`config.mk`:
```
export PLATFORM = sky130hd
export DESIGN_NAME = fifo_sync_flex
export DESIGN_NICKNAME = d
export VERILOG_FILES = /design/src/rtl/fifo_sync_flex.sv
export SDC_FILE = /design/constraint.sdc
export NUM_CORES = 2
export LEC_CHECK = 0
export BUFFER_PORTS_ARGS = -buffer_cell sky130_fd_sc_hd__buf_2
export CAP_MARGIN = 20
export CORE_ASPECT_RATIO = 0.8
export CORE_MARGIN = 5
export CORE_UTILIZATION = 57
export CTS_BUF_LIST = sky130_fd_sc_hd__clkbuf_8
export DETAILED_ROUTE_END_ITERATION = 8
export HOLD_SLACK_MARGIN = 0.05
export PLACE_DENSITY = 0.8
export SETUP_SLACK_MARGIN = 0.4
export SYNTH_ARGS = -nofsm -noshare
export SYNTH_HDL_FRONTEND = slang
export SYNTH_SLANG_ARGS = --single-unit
```
`constraint.sdc`:
```
create_clock -name i_Clk -period 3.1 [get_ports i_Clk]
set_input_delay 0.465 -clock i_Clk [delete_from_list [all_inputs] [get_ports i_Clk]]
set_output_delay 0.465 -clock i_Clk [all_outputs]
set_load 0.005 [all_outputs]
```
`src/rtl/fifo_sync_flex.sv`:
```
// Single-clock FIFO on a registered-read dual-port RAM with occupancy count, sticky
// error flags and an optional first-word-fall-through output stage.
module fifo_sync_flex #(
  parameter int WIDTH     = 8,
  parameter int DEPTH     = 256,
  parameter int MAKE_FWFT = 0
) (
  input  logic                     i_Rst_L,
  input  logic                     i_Clk,
  input  logic                     i_Wr_DV,
  input  logic [WIDTH-1:0]         i_Wr_Data,
  input  logic [$clog2(DEPTH)-1:0] i_AF_Level,
  output logic                     o_AF_Flag,
  output logic                     o_Full,
  input  logic                     i_Rd_En,
  output logic [WIDTH-1:0]         o_Rd_Data,
  output logic                     o_Rd_DV,
  input  logic [$clog2(DEPTH)-1:0] i_AE_Level,
  output logic                     o_AE_Flag,
  output logic                     o_Empty,
  output logic [$clog2(DEPTH):0]   o_Count,
  input  logic                     i_Clr_Err,
  output logic                     o_Overflow,
  output logic                     o_Underflow
);

  localparam int AW = $clog2(DEPTH);
  localparam int CW = AW + 1;

  logic [WIDTH-1:0] mem [DEPTH];
  logic [AW-1:0]    wr_ptr;
  logic             wr_ok;
  logic             rd_ok;
  logic [CW-1:0]    count_next;

  // No pass-through: acceptance looks only at the registered full/empty state.
  assign wr_ok = i_Wr_DV & ~o_Full;
  assign rd_ok = i_Rd_En & ~o_Empty;

  always_comb begin
    // NOTE: every always_comb output gets a default first so no latch is inferred.
    count_next = o_Count;
    if (wr_ok && !rd_ok)      count_next = o_Count + CW'(1);
    else if (rd_ok && !wr_ok) count_next = o_Count - CW'(1);
  end

  // NOTE: state registers use non-blocking assignments so every flop samples pre-edge values.
  always_ff @(posedge i_Clk or negedge i_Rst_L) begin
    if (!i_Rst_L) begin
      o_Count     <= '0;
      o_Full      <= 1'b0;
      o_AF_Flag   <= 1'b0;
      o_AE_Flag   <= 1'b1;
      wr_ptr      <= '0;
      o_Overflow  <= 1'b0;
      o_Underflow <= 1'b0;
    end else begin
      o_Count     <= count_next;
      o_Full      <= (count_next == CW'(DEPTH));
      o_AF_Flag   <= ((CW'(DEPTH) - count_next) < {1'b0, i_AF_Level});
      o_AE_Flag   <= (count_next <= {1'b0, i_AE_Level});
      if (wr_ok) wr_ptr <= wr_ptr + AW'(1);
      o_Overflow  <= (i_Wr_DV & o_Full)  | (o_Overflow  & ~i_Clr_Err);
      o_Underflow <= (i_Rd_En & o_Empty) | (o_Underflow & ~i_Clr_Err);
    end
  end

  // NOTE: the RAM array has no reset so it maps onto block RAM; stale contents are never exposed.
  always_ff @(posedge i_Clk) begin
    if (wr_ok) mem[wr_ptr] <= i_Wr_Data;
  end

  if (MAKE_FWFT == 0) begin : g_std
    logic [AW-1:0] rd_ptr;

    always_ff @(posedge i_Clk or negedge i_Rst_L) begin
      if (!i_Rst_L) begin
        rd_ptr    <= '0;
        o_Rd_Data <= '0;
        o_Rd_DV   <= 1'b0;
        o_Empty   <= 1'b1;
      end else begin
        o_Empty <= (count_next == '0);
        o_Rd_DV <= rd_ok;
        if (rd_ok) begin
          o_Rd_Data <= mem[rd_ptr];
          rd_ptr    <= rd_ptr + AW'(1);
        end
      end
    end
  end else begin : g_fwft
    // o_Rd_Data is the head slot; skid holds the second word; ram_q is a read in flight.
    logic [AW-1:0]    rd_ptr;
    logic [WIDTH-1:0] ram_q;
    logic [WIDTH-1:0] skid;
    logic [WIDTH-1:0] head_n;
    logic [WIDTH-1:0] skid_n;
    logic [1:0]       stage_cnt;
    logic [1:0]       stage_n;
    logic             pend;
    logic             issue;
    logic [CW-1:0]    ram_words;

    assign ram_words = o_Count - CW'(stage_cnt) - CW'(pend);

    always_comb begin
      head_n  = o_Rd_Data;
      skid_n  = skid;
      stage_n = stage_cnt;
      if (rd_ok) begin
        stage_n = stage_cnt - 2'd1;
        if (stage_cnt == 2'd2) head_n = skid;
      end
      if (pend) begin
        if (stage_n == 2'd0) head_n = ram_q;
        else                 skid_n = ram_q;
        stage_n = stage_n + 2'd1;
      end
      // Prefetch only when the landing word is guaranteed a free slot next edge.
      issue = (ram_words != '0) && (stage_n <= 2'd1);
    end

    always_ff @(posedge i_Clk) begin
      if (issue) ram_q <= mem[rd_ptr];
    end

    always_ff @(posedge i_Clk or negedge i_Rst_L) begin
      if (!i_Rst_L) begin
        rd_ptr    <= '0;
        skid      <= '0;
        stage_cnt <= 2'd0;
        pend      <= 1'b0;
        o_Rd_Data <= '0;
        o_Rd_DV   <= 1'b0;
        o_Empty   <= 1'b1;
      end else begin
        o_Rd_Data <= head_n;
        skid      <= skid_n;
        stage_cnt <= stage_n;
        pend      <= issue;
        if (issue) rd_ptr <= rd_ptr + AW'(1);
        o_Empty   <= (stage_n == 2'd0);
        o_Rd_DV   <= (stage_n != 2'd0);
      end
    end
  end

endmodule

```
==> flow_summary_export.csv <==
group,metric,value,unit
pwr,power.net_switching,26.3,mW
synth,ys_warn_count,0,
worst_setup_path,cp_common_cell,"buf_4",
floorplan,coreArea,143000,um^2
layout,stdcell_count,6852,
layout,fin_area,95600,um^2
cts,cts_max_level,5,
detailed_routing,via_per_inst,6.60,
synth,synth-seq-cells,2088,
layout,area_growth,16.7,%
hold_path,whs_endpoint,"o_AE_Flag",
synth,synth_edf_count,2048,
timing,period_share,99.1,%
pwr,clockPowerShare,25.8,%
layout,drive_above_1_share,34.4,%
floorplan,fp.dieH,349,um
synth,ys_async_sr_fraction,1.92,%
detailed_routing,wirelength,217,mm
hold_path,min_path_type,"input pin to flop",
detailed_routing,via_count,45200,
worst_setup_path,cp-end-kind,"flop",
placed_design,hpwl,136,mm
global_routing,grt_pass1_wl,312,mm
worst_setup_path,r2r_end,"o_Rd_Data[7]",
cts,cts_buffers,315,
pwr,p_leak,32.1,nW
worst_setup_path,rrSetupSlack,0.03,ns
synth,seq_area_frac_synth,76.3,%
synth,avgSynthCellArea,20.9,um^2
timing,worst_pin_slew,0.843,ns
timing,setup_viol,0,
global_routing,grt_overflow,0,
placed_design,dp.cells,6226,
timing,rsz0062_at_grt,"true",
worst_setup_path,crit_start,"g_std.rd_ptr[0]",
timing,timing.slew.headroom,43.6,%
worst_setup_path,r2r-start,"g_std.rd_ptr[0]",
floorplan,row_count,124,
worst_setup_path,crit_path_max_incr_delay,0.53,ns
detailed_routing,wire_per_inst,31.6,um
synth,syn_inst,3925,
timing,finalCriticalPeriod,3.07,ns
synth,ys_types,64,
timing,finClkSkew,0.0557,ns
global_routing,antenna_found_initial,11,
layout,mostFrequentLayoutCells,"edfxtp_1, buf_4, mux4_2",
synth,synth-main-ff-cell,"edfxtp_1",
layout,final_common_cell,"edfxtp_1",
timing,hold_viol_final,0,
worst_setup_path,cp-start-kind,"flop",
detailed_routing,drt-pass1-iter-count,6,
worst_setup_path,worstPathArrival,3.96,ns
pwr,pwr-share-seq,39.4,%
cts,clk_latency,1.05,ns
detailed_routing,ant_nets,0,
flow_run,max_cap_violations,0,
global_routing,first_global_vias,45000,
synth,syn-num-nets,3979,
global_routing,track_usage,28.7,%
layout,finish.net_count,4796,
pwr,vdd_ir_drop_max,0.593,mV
pwr,powerDensity,847,nW/um^2
cts,cts_root_buffer,"clkbuf_8",
worst_setup_path,required,3.99,ns
hold_path,min_from,"i_AE_Level[5]",
cts,clockBufferDepth,4,
floorplan,die_area,151000,um^2
floorplan,io-pin-count,53,
floorplan,die_w,434,um
placed_design,post_dp_cell_area,88500,um^2
placed_design,place.gp.congestion,0.937,
worst_setup_path,path_cells,"buf_12 -> buf_16 -> buf_4 -> mux4_2 -> mux2i_2 -> buf_4 -> o211ai_1 -> a211oi_2 -> nand2_1 -> a32o_1",
pwr,comb_power_share,34.8,%
detailed_routing,drc,0,
worst_setup_path,cp_slowest_cell,"mux4_2",
detailed_routing,drt_first_iter_violations,7793,
synth,syn_area,81900,um^2
worst_setup_path,reg2regPathDepth,10,
hold_path,min_path_cells,6,
cts,cts_tree,"built",
timing,max_freq,326,MHz
placed_design,port_buffers,52,
global_routing,grt_max_degree,103,
worst_setup_path,crit_fanout,15,
worst_setup_path,crit_type,"flop to flop",
pwr,switching_share,32.4,%
cts,clock_sinks,2088,
timing,drv_slew,0,
floorplan,start_util,57.3,%
pwr,p_int,54.8,mW
status,outcome,"complete, no violations",
cts,clk_pin_slew_worst_paths,0.07,ns
critical path: cells and delay by family, from the launching register on:
kind,cells,cell delay (ns)
AO/OA/AOI/OAI,3,0.86
multiplexers,2,0.75
buffers and inverters,4,0.68
flip-flops,1,0.45
AND/OR/NAND/NOR,1,0.19
worst max path at each step:
stage          slack [ns]      endpoint  cells past startpoint
2_1_floorplan        0.40     o_AF_Flag                     14
3_3_place_gp        -0.26  o_Rd_Data[3]                     10
3_5_place_dp        -0.27  o_Rd_Data[3]                     10
4_1_cts              0.12  o_Rd_Data[4]                     11
5_1_grt             -0.02  o_Rd_Data[2]                     11
6_report             0.03  o_Rd_Data[7]                     10
sequential cells by signal (all words and copies together), names as in the netlist:
name and count:
o_Rd_Data 8, o_Rd_DV 1, o_Count 9, o_AE_Flag 1, o_Overflow 1, o_Full 1
wr_ptr 8, mem 2048, o_Empty 1, o_AF_Flag 1, g_std.rd_ptr 8, o_Underflow 1
repair_timing:
item | 4_1_cts | 5_1_grt
hold buffers | 20 | 0
hold endpoints to repair | 296 | 0
pin swaps | 14 | 12
cloned | 9 | 1
endpoints found under the setup margin | 10 | 55
resized for setup | 72 | 42
buffers inserted | 23 | 36
cell type report:
type / count / area [um^2]
flip-flops and latches: 2088 / 62500
inverters: 30 / 134
clock inverters: 209 / 1160
diodes: 6 / 15.0
clock buffers: 322 / 4430
repair buffers: 730 / 6580
well taps: 1890 / 2360
multi-input cells: 1577 / 18400
fillers: 8373 / 47300
synth_stat cells (3+ instances only):
cell type  instances  area share, %
nor4_1            11          0.084
nand2b_1           5          0.038
a211oi_1          13           0.12
nor2_1           292            1.3
nand4_1            8          0.061
a21o_1             3          0.027
o21a_1             5          0.046
mux4_2           498             14
o221ai_1           8          0.086
buf_2             40           0.24
a2111oi_0          7          0.075
and2_1             4          0.031
nand3b_1           4          0.037
a221oi_1          21           0.22
a31oi_1            8          0.061
dfrtp_1           38            1.2
a22oi_1           25           0.23
edfxtp_1        2048             75
a21oi_1           61           0.37
ha_1              25           0.38
a22o_1             5          0.053
mux2_2            11           0.15
o21ai_0           41           0.25
o22ai_1           40           0.31
o2111ai_1          5          0.053
buf_1             21          0.096
buf_6             38           0.52
and3_1             6          0.046
nand3_1           39           0.24
inv_1             28           0.13
mux2i_1          187            2.3
o211ai_1          15           0.14
xor2_1             6          0.064
nor3_1            18           0.11
buf_4             22           0.20
clkbuf_1         101           0.46
xnor2_1           23           0.25
buf_8              5          0.092
nand2_1          127           0.58
nor2b_1           24           0.18
or2_2              4          0.031
kinds of logic (layout without fill, tap and decap cells):
logic type                 after synthesis  after routing  share of synthesized area, %
AOI/OAI and AO/OA                      282            282                          2.30
adders and majority gates               25             25                         0.382
other                                    0              6                             0
muxes                                  696            696                          16.1
buffers and inverters                  260           1291                          1.81
and+or+nand+nor                        545            545                          2.80
xor gates and xnor gates                29             29                         0.310
DFF                                   2088           2088                          76.3
routing by layer:
metal	share of wire (%)	vias to the layer above	routed length, um	track usage [%]
met5	0.013	-	29	0
met4	4.2	4	9120	11.3
met3	16	621	34700	10.4
met2	44	3872	96000	40.9
met1	36	22900	77000	41.2
li1	-	17900	-	-
metrics by stage:
step	hold WS, ns	power (mW)	setup WS [ns]	util (%)	setup TNS, ns
2_1_floorplan	0.169	47.5	0.403	-	0
3_3_place_gp	0.460	57.4	-0.258	62.0	-0.576
3_5_place_dp	0.469	57.9	-0.271	62.0	-0.953
4_1_cts	0.0558	79.7	0.119	66.6	0
5_1_grt	0.117	83.6	-0.0233	66.9	-0.0331
6_report	0.116	81.0	0.0289	66.9	0
power groups by stage:
| stage | sequential [mW] | combinational [mW] | clock (mW) |
|---|---|---|---|
| after floorplan | 32.3 | 15.2 | 0 |
| after global placement | 32.6 | 24.8 | 0 |
| after detailed placement | 32.6 | 25.2 | 0 |
| after CTS | 31.9 | 26.8 | 21.0 |
| after global routing | 32.0 | 29.1 | 22.5 |
| final | 32.0 | 28.2 | 20.9 |
(Power assumes the default switching activity.)
